## src/rtl/i2s_rx.sv

```systemverilog
// Oversampling I2S receiver: recovers signed BITSIZE-bit left/right samples from
// an asynchronous BCLK/LRCLK/SDATA triple, presenting each left-then-right pair with a valid pulse.
module i2s_rx #(
  parameter int BITSIZE = 24
) (
  input  logic               clk,
  input  logic               reset,
  input  logic               bclk,
  input  logic               lrclk,
  input  logic               sdata,
  output logic [BITSIZE-1:0] left_chan,
  output logic [BITSIZE-1:0] right_chan,
  output logic               valid,
  output logic               frame_err
);

  localparam int CW = $clog2(BITSIZE + 1);

  typedef enum logic [1:0] {IDLE, SHIFT, WAIT} state_t;

  // Bit order in the synchronizer vectors: [0] bclk, [1] lrclk, [2] sdata
  logic [2:0] async_in;
  logic [2:0] sync1_reg;
  logic [2:0] sync2_reg;
  logic       bclk_d3_reg;

  logic       rise_reg;
  logic       lr_s_reg;
  logic       d_s_reg;

  state_t               state_reg, state_next;
  logic [BITSIZE-1:0]   shreg_reg, shreg_next;
  logic [CW-1:0]        bitcnt_reg, bitcnt_next;
  logic                 chan_reg, chan_next;
  logic                 left_ok_reg, left_ok_next;
  logic                 lr_prev_reg, lr_prev_next;
  logic [BITSIZE-1:0]   left_hold_reg, left_hold_next;
  logic [BITSIZE-1:0]   left_chan_reg, left_chan_next;
  logic [BITSIZE-1:0]   right_chan_reg, right_chan_next;
  logic                 valid_reg, valid_next;
  logic                 frame_err_reg, frame_err_next;

  assign async_in = {sdata, lrclk, bclk};

  // Synchronizers carry no reset so a reset while BCLK is high cannot fake a rising edge
  always_ff @(posedge clk) begin
    sync1_reg   <= async_in;
    sync2_reg   <= sync1_reg;
    bclk_d3_reg <= sync2_reg[0];
  end

  // Registered edge detect; lrclk/sdata are captured alongside so they stay aligned with rise
  always_ff @(posedge clk) begin
    if (reset) begin
      rise_reg <= 1'b0;
      lr_s_reg <= 1'b0;
      d_s_reg  <= 1'b0;
    end else begin
      rise_reg <= sync2_reg[0] & ~bclk_d3_reg;
      lr_s_reg <= sync2_reg[1];
      d_s_reg  <= sync2_reg[2];
    end
  end

  always_ff @(posedge clk) begin
    if (reset) begin
      state_reg      <= IDLE;
      shreg_reg      <= '0;
      bitcnt_reg     <= '0;
      chan_reg       <= 1'b0;
      left_ok_reg    <= 1'b0;
      lr_prev_reg    <= 1'b0;
      left_hold_reg  <= '0;
      left_chan_reg  <= '0;
      right_chan_reg <= '0;
      valid_reg      <= 1'b0;
      frame_err_reg  <= 1'b0;
    end else begin
      state_reg      <= state_next;
      shreg_reg      <= shreg_next;
      bitcnt_reg     <= bitcnt_next;
      chan_reg       <= chan_next;
      left_ok_reg    <= left_ok_next;
      lr_prev_reg    <= lr_prev_next;
      left_hold_reg  <= left_hold_next;
      left_chan_reg  <= left_chan_next;
      right_chan_reg <= right_chan_next;
      valid_reg      <= valid_next;
      frame_err_reg  <= frame_err_next;
    end
  end

  always_comb begin
    state_next      = state_reg;
    shreg_next      = shreg_reg;
    bitcnt_next     = bitcnt_reg;
    chan_next       = chan_reg;
    left_ok_next    = left_ok_reg;
    lr_prev_next    = lr_prev_reg;
    left_hold_next  = left_hold_reg;
    left_chan_next  = left_chan_reg;
    right_chan_next = right_chan_reg;
    valid_next      = 1'b0;
    frame_err_next  = 1'b0;

    if (rise_reg) begin
      lr_prev_next = lr_s_reg;
      if (lr_s_reg != lr_prev_reg) begin
        // The bit on a slot-start edge belongs to the old slot, so it is never shifted
        if (state_reg == SHIFT) begin
          frame_err_next = 1'b1;
        end
        // Only a left slot may bring the receiver out of IDLE
        if (state_reg != IDLE || !lr_s_reg) begin
          state_next  = SHIFT;
          bitcnt_next = '0;
          chan_next   = lr_s_reg;
          if (!lr_s_reg) begin
            left_ok_next = 1'b0;
          end
        end
      end else if (state_reg == SHIFT) begin
        shreg_next  = {shreg_reg[BITSIZE-2:0], d_s_reg};
        bitcnt_next = bitcnt_reg + 1'b1;
        if (bitcnt_reg == CW'(BITSIZE - 1)) begin
          state_next = WAIT;
          if (!chan_reg) begin
            left_hold_next = shreg_next;
            left_ok_next   = 1'b1;
          end else if (left_ok_reg) begin
            left_chan_next  = left_hold_reg;
            right_chan_next = shreg_next;
            valid_next      = 1'b1;
            left_ok_next    = 1'b0;
          end
        end
      end
    end
  end

  assign left_chan  = left_chan_reg;
  assign right_chan = right_chan_reg;
  assign valid      = valid_reg;
  assign frame_err  = frame_err_reg;

endmodule
```

## config.mk

```make
export PLATFORM = sky130hd
export DESIGN_NAME = i2s_rx
export DESIGN_NICKNAME = d
export VERILOG_FILES = /design/src/rtl/i2s_rx.sv
export SDC_FILE = /design/constraint.sdc
export NUM_CORES = 1
export LEC_CHECK = 0
export CORE_MARGIN = 4
export CORE_UTILIZATION = 54
export DETAILED_ROUTE_END_ITERATION = 12
export PLACE_DENSITY = 0.79
export RECOVER_POWER = 25
export SLEW_MARGIN = 5
export SYNTH_ARGS = -nofsm -noshare
export SYNTH_HDL_FRONTEND = slang
export SYNTH_SLANG_ARGS = --single-unit
```

## constraint.sdc

```tcl
create_clock -name clk -period 2.2 [get_ports clk]
set_input_delay 0.22 -clock clk [delete_from_list [all_inputs] [get_ports clk]]
set_output_delay 0.22 -clock clk [all_outputs]
set_load 0.01 [all_outputs]
```

* Word-level counts from Yosys, hierarchy flattened
Cells that the tools add are included.
Cells by class: reduce and logical (&&, ||, !) cells 14, add/sub/neg operators 1, bitwise operators 7, muxes and demuxes 15, equality and inequality tests 5
Operator list (count):
- 5-bit 2-to-1 mux | 3
- 5-bit AND reduction | 2
- 3-bit AND reduction | 3
- 1-bit 2-to-1 mux | 8
- 2-bit 2-to-1 mux | 4
- 1-bit inverter | 6
- 6-bit AND reduction | 1
- 2-bit nonzero test | 3
- 6-bit OR reduction | 1
- 5-bit by 1-bit adder with 5-bit output (second input constant) | 1
- 5-bit equality test (second input constant) | 1
- 4-bit AND reduction | 1
- 3-bit OR reduction | 1
- 2-bit by 1-bit equality test with 1-bit output (second input constant) | 1
- 2-bit by 1-bit != test with 1-bit output (second input constant) | 1
- 2-bit != test (second input constant) | 1
- 1-bit AND | 1
- 1-bit zero test | 1
- 1-bit logical OR | 1
- 1-bit != test | 1
Word-level totals: bits in registers 117, output and inout port bits 50, input bits 5, logic and storage cells 59

* Depth between registers and ports, before layout
Gate-level depths: netlist of run 1.
word-level depth 4, depth in mapped cells 9, depth with buffers taken out 6

* Worst setup path before layout of run 1
Ideal clock, no wire load.
path type register to register, start register lr_prev_reg, end register left_hold_reg[10], clock period less this slack 1.786 ns, path slack 0.414 ns, library setup time 0.132 ns, data required time 2.068 ns, buffers on the path 2, cell stages (with the launch flop) 9, data arrival time 1.654 ns, cell sequence dfxtp_1 -> inv_1 -> ha_1 -> nand4b_2 -> or3_1 -> clkbuf_1 -> buf_2 -> nand2_1 -> a21oi_1
On the way: word-level cells in the longest chain between the ends 3
RTL lines:
- start, declared | line 36 | logic lr_prev_reg, lr_prev_next;
- start signal, assigned | line 84 | lr_prev_reg <= lr_prev_next;
- 1-bit != test | line 108 | if (lr_s_reg != lr_prev_reg) begin
- 1-bit inverter (no source line)
- 5-bit AND reduction (no source line)
- end signal, assigned | line 85 | left_hold_reg <= left_hold_next;
- end, declared | line 37 | logic [BITSIZE-1:0] left_hold_reg, left_hold_next;
No other way between the ends. A chain may end at the register's enable or synchronous reset.

* Worst setup path in the final report of run 1
start register lr_prev_reg, end register left_hold_reg[13]
The elaborated chain is that of the path after synthesis.

==> impl_metrics.csv, run 1 <==
group,metric,value,unit
clock_network,holdBufCountCts,0,
cells_and_area,finalNonFillerCells,654,
setup_path,crit_slowest_cell,"ha_1",
timing,finalClockSkew,0.00520,ns
yosys,ys_seq_area_share,56.7,%
yosys,syn-cell-area,4130,um2
timing,slew_viol_final,0,
yosys,syn_avg_cell_area,8.39,um2
floorplan,dieArea,9110,um2
route,drt-met1-wl,4.13,mm
route,first_pass_iters,5,
timing,period_minus_slack,1.98,ns
global_routing,grt_pass1_wl,14.4,mm
route,highest_layer,"met4",
power_and_ir_drop,power_leakage,0.00186,uW
setup_path,r2r_end,"left_hold_reg[13]",
yosys,yosysUniqueCellTypes,31,
yosys,ys_seq_elements,117,
yosys,synth_fp_nets,499,
timing,fin_tns_setup,0,ns
power_and_ir_drop,max-vdd-ir-drop,672,uV
floorplan,die_w,95.4,um
timing,max_freq,506,MHz
route,wl_met2,4.16,mm
global_routing,grt.total_usage,20.3,%
timing,hold_viol_final,0,
cells_and_area,drive_above_1_share,11.7,%
cells_and_area,n_fill_cell,518,
setup_path,critical_path_class,"flop to flop",
yosys,synth_top_area_share,56.7,%
setup_path,r2r_start,"lr_prev_reg",
floorplan,start_util,56.3,%
clock_network,postCtsSetupBuffers,0,
route,wl,9.05,mm
route,drt_iter0_drc,248,
min_path,hold_depth,2,
setup_path,crit_family,"buffers and inverters",
yosys,synth-xor-area-share,0,%
placed_design,gp_congestion,0.810,
setup_path,arrival,2.42,ns
global_routing,grt-ovfl-total,0,
floorplan,core-area,7330,um2
clock_network,cts_tree,"yes",
yosys,netlist_instances,492,
setup_path,cp_num_buf_inv,3,
yosys,synthAdderAreaFrac,0.606,%
power_and_ir_drop,p_per_area,919,nW/um2
yosys,synth_largest_area_cell,"dfxtp_1",
setup_path,cp_slowest_stage_delay,0.38,ns
setup_path,worst_setup_path_end_kind,"flop",
floorplan,die_h,95.4,um
clock_network,clock_path_buffers,2,
clock_network,cts-buffers-inserted,17,
cells_and_area,nets,549,
timing,worstMarginPinSlew,0.480,ns
placed_design,placed_cells,621,
cells_and_area,area_delta_synth_final,28.4,%
clock_network,clkTransAtPathRegs,0.06,ns
min_path,hold_path.class,"input port to flop",
placed_design,placedInstanceArea,4710,um2
placed_design,portBuffers,54,
clock_network,clock_latency,0.50,ns
floorplan,rows,31,
route,vias,3455,
cells_and_area,mostFrequentLayoutCells,"nand2_1, dfxtp_1, a21oi_1",
setup_path,cp-start-kind,"flop",
route,drc_errors,0,
setup_path,critPathRequiredTime,2.64,ns
yosys,synthSimpleGateAreaFrac,23.6,%
yosys,synth_compound_area_share,14.9,%
cells_and_area,design_area,5300,um2
timing,finalSetupViolCount,0,
yosys,synth_top_family_by_area,"simple AND/OR/NAND/NOR gates",
route,vias_per_cell,5.28,
min_path,hp-start,"reset",
setup_path,cp_max_fo,24,
setup_path,r2r_slack,0.22,ns
timing,finalCritPeriodShare,89.9,%
clock_network,cts-root-buf,"clkbuf_8",
yosys,yosysWarnings,0,
global_routing,grt_max_degree,71,
run_status,status,"completed",
timing,whs,0.123,ns
clock_network,numClockSinks,117,
cells_and_area,final_common_cell,"nand2_1",
floorplan,io_pins,55,
cells_and_area,diodes,0,
timing,maxSlewHeadroom,68.0,%
route,met3_length,617,um
clock_network,htreeDepth,4,
setup_path,rr_worst_depth,8,
timing,rsz0062_at_grt,"no",
min_path,holdPathEnd,"lr_prev_reg",
cells_and_area,fin_util,72.3,%
yosys,synth.area.mux_share,0.242,%
route,ant_nets,0,
setup_path,path_cells,"inv_1, ha_1, nand4b_2, clkbuf_1, nor3_2, buf_4, nand2_1, a21oi_1",
placed_design,hpwl,5.36,mm
global_routing,antenna_found_initial,0,
flow_run,maxCapViolations,0,
route,wl_per_cell,13.8,um
global_routing,grt_pass1_vias,3095,
yosys,netlist_top_cells_area,"dfxtp_1, nand2_1, a21oi_1, a21oi_2, clkbuf_1",
worst max-delay path by stage:
stage | start | slack, ns | cells past startpoint | to
3_3_place_gp | lr_prev_reg | 0.22 | 6 | left_chan[11]
3_5_place_dp | lr_prev_reg | 0.16 | 6 | left_chan[11]
6_report | lr_prev_reg | 0.22 | 8 | left_hold_reg[13]
5_1_grt | lr_prev_reg | 0.08 | 8 | left_hold_reg[14]
4_1_cts | lr_prev_reg | 0.13 | 6 | left_chan[0]
2_1_floorplan | lr_prev_reg | 0.41 | 8 | left_hold_reg[10]
metrics by stage:
stage	total power, uW	setup slack, ns
2_1_floorplan	2220	0.414
3_3_place_gp	2240	0.223
3_5_place_dp	2240	0.158
4_1_cts	4910	0.133
5_1_grt	5020	0.0796
6_report	4870	0.223
layer usage:
metal / GRT usage, % / vias to the layer above
met1: 27.4 / 1585
met4: 9.36 / 0
met3: 5.84 / 13
met5: 0 / -
met2: 30.1 / 137
li1: - / 1720
kinds of logic (layout without fill, tap and decap cells):
kind of cell,count (synthesis),after routing
AND/OR/NAND/NOR,232,233
flip-flops,117,117
AO/OA/AOI/OAI,107,107
buffers and inverters,33,95
adder cells (fa/ha/maj),2,2
multiplexers,1,1
cell type report:
class	count	area (um2)	share of cell area, %
timing repair buffer	62	607	11.4
sequential	117	2340	44.2
inverter	1	3.75	0.0708
multi-input combinational	343	1640	30.9
clock inverter	13	158	2.97
tap	99	124	2.34
clock buffer	19	432	8.14
report_power, final:
group          switching, uW  internal (uW)  leakage (uW)
Combinational           41.5           16.2      0.000632
Sequential              6.36           2130      0.000945
Clock                    930           1750      0.000280
worst register-to-register path, delay by kind of cell, from the launching register on:
kind	cells	cell delay (ns)
DFF	1	0.33
and+or+nand+nor	3	0.47
adders and majority gates	1	0.38
buffers and inverters	3	0.60
AOI/OAI and AO/OA	1	0.14
cell usage after synthesis:
cell type    n
nor2b_1      3
nand4b_2     1
nor2_1       9
nand2b_1     2
nor3_2       1
mux2i_1      1
nand2_1    194
a21o_1       1
or2_2        1
buf_2        9
and3b_1      1
nor3_1       4
buf_4        1
a21oi_1     82
inv_1        1
a21oi_2     20
nand4b_1     1
and4_4       1
and4b_1      3
nand3_1      3
o21ai_0      3
clkbuf_1    19
ha_1         2
dfxtp_1    117
nor3b_1      2
nand4_1      1
or3b_2       1
nand3b_1     1
buf_6        3
or3_1        3
o21a_1       1
repair_timing:
item / CTS / global route
gates resized for setup: 0 / 1
setup endpoints to repair: 0 / 8
hold endpoints to repair: 0 / 0
No activity file was read; power rests on OpenSTA's default activity.
==> run 2, diff against run 1 <==
- GPL_ROUTABILITY_DRIVEN: not set -> 1
- SETUP_SLACK_MARGIN: not set -> 0.02
==> results of run 2 <==
Final layout, timing and power as in run 1 (identical DEF).
==> run 3, diff against run 2 <==
--- a/constraint.sdc
+++ b/constraint.sdc
@@ -3,2 +3,2 @@
 set_output_delay 0.22 -clock clk [all_outputs]
-set_load 0.01 [all_outputs]
+set_load 0.005 [all_outputs]
==> impl_metrics.csv, run 3 (synthesized netlist as in run 1, its figures left out) <==
group,metric,value,unit
timing,finalCritPeriodShare,88.6,%
clock_network,clock_path_buffers,2,
timing,max_freq,513,MHz
cells_and_area,mostFrequentLayoutCells,"nand2_1, dfxtp_1, a21oi_1",
cells_and_area,finalNonFillerCells,654,
clock_network,cts-root-buf,"clkbuf_8",
setup_path,cp-start-kind,"flop",
global_routing,antenna_found_initial,0,
global_routing,grt-ovfl-total,0,
clock_network,cts_tree,"yes",
route,vias_per_cell,5.27,
min_path,hp-start,"reset",
timing,fin_tns_setup,0,ns
floorplan,dieArea,9110,um2
timing,maxSlewHeadroom,68.2,%
cells_and_area,area_delta_synth_final,28.5,%
setup_path,critical_path_class,"flop to flop",
clock_network,cts-buffers-inserted,17,
setup_path,r2r_end,"left_chan[0]",
cells_and_area,final_common_cell,"nand2_1",
floorplan,start_util,56.3,%
clock_network,clkTransAtPathRegs,0.06,ns
timing,hold_viol_final,0,
timing,rsz0062_at_grt,"no",
setup_path,rr_worst_depth,6,
timing,finalClockSkew,0.00518,ns
cells_and_area,nets,549,
setup_path,cp_max_fo,24,
placed_design,gp_congestion,0.810,
cells_and_area,diodes,0,
global_routing,grt_max_degree,71,
clock_network,numClockSinks,117,
timing,period_minus_slack,1.95,ns
route,drt_iter0_drc,243,
route,drc_errors,0,
min_path,hold_path.class,"input port to flop",
timing,slew_viol_final,0,
power_and_ir_drop,power_leakage,0.00187,uW
setup_path,r2r_start,"lr_prev_reg",
power_and_ir_drop,max-vdd-ir-drop,672,uV
clock_network,htreeDepth,4,
setup_path,arrival,2.38,ns
floorplan,io_pins,55,
power_and_ir_drop,finalPower,4870,uW
setup_path,r2r_slack,0.25,ns
floorplan,rows,31,
floorplan,die_h,95.4,um
min_path,holdPathEnd,"lr_prev_reg",
global_routing,grt_pass1_wl,14.4,mm
global_routing,grt_pass1_vias,3095,
timing,worstMarginPinSlew,0.478,ns
power_and_ir_drop,p_per_area,918,nW/um2
clock_network,postCtsSetupBuffers,0,
route,wl_per_cell,13.9,um
cells_and_area,n_fill_cell,517,
setup_path,critPathRequiredTime,2.63,ns
flow_run,maxCapViolations,0,
route,wl,9.09,mm
cells_and_area,drive_above_1_share,11.9,%
route,vias,3444,
run_status,status,"completed",
global_routing,grt.total_usage,20.3,%
clock_network,clock_latency,0.50,ns
setup_path,worst_setup_path_end_kind,"flop",
floorplan,die_w,95.4,um
timing,finalSetupViolCount,0,
placed_design,portBuffers,54,
route,ant_nets,0,
min_path,hold_depth,2,
placed_design,placed_cells,621,
floorplan,core-area,7330,um2
placed_design,hpwl,5.36,mm
route,first_pass_iters,4,
-- run 3: report_power, final --
group	internal, uW	switching [uW]	total, uW
clock	1750	931	2680
combinational	16.3	41.1	57.4
sequential	2130	6.39	2140
-- run 3: timing repair --
action | in CTS | in global routing
hold buffers | 0 | 0
setup endpoints to repair | 0 | 20
resized for setup | 0 | 1
-- run 3: stage by stage --
step | cell area [um2] | setup WS [ns] | hold slack (ns) | utilization [%]
final | 5310 | 0.251 | 0.125 | 72.4
after CTS | 5300 | 0.133 | 0.115 | 72.2
after global placement | 4710 | 0.223 | 0.311 | 64.2
after floorplan | 4130 | 0.414 | 0.248 | -
after detailed placement | 4710 | 0.158 | 0.315 | 64.2
after global routing | 5310 | 0.113 | 0.129 | 72.4
-- run 3: area by class of cell --
| cell class | count | area (um2) | share of cell area [%] |
|---|---|---|---|
| Clock buffer | 19 | 432 | 8.13 |
| Clock inverter | 13 | 158 | 2.97 |
| Inverter | 1 | 3.75 | 0.0707 |
| Multi-Input combinational cell | 343 | 1640 | 30.8 |
| Sequential cell | 117 | 2340 | 44.1 |
| Tap cell | 99 | 124 | 2.33 |
| Timing Repair Buffer | 62 | 611 | 11.5 |
-- run 3: worst max-delay path, cell delays in order, from the launching register on --
cell and delay (ns):
dfxtp_1 0.33, inv_1 0.04, ha_1 0.38, and4b_1 0.37, and4_4 0.46, nand2_1 0.10, a21oi_1 0.18
-- run 3: routing by layer --
metal | vias up | global-route usage (%) | part of all wire [%]
met4 | 0 | 9.36 | 1.8
met5 | - | 0 | 0
met1 | 1599 | 27.4 | 45
met2 | 113 | 30.1 | 46
li1 | 1718 | - | -
met3 | 14 | 5.84 | 7.1
-- run 3: worst max-delay path by stage --
| stage | start | to | slack, ns | cells after the start |
|---|---|---|---|---|
| floorplan | lr_prev_reg | left_hold_reg[10] | 0.41 | 8 |
| global placement | lr_prev_reg | left_chan[11] | 0.22 | 6 |
| detailed placement | lr_prev_reg | left_chan[11] | 0.16 | 6 |
| CTS | lr_prev_reg | left_chan[0] | 0.13 | 6 |
| global route | lr_prev_reg | left_chan[0] | 0.11 | 6 |
| finish | lr_prev_reg | left_chan[0] | 0.25 | 6 |
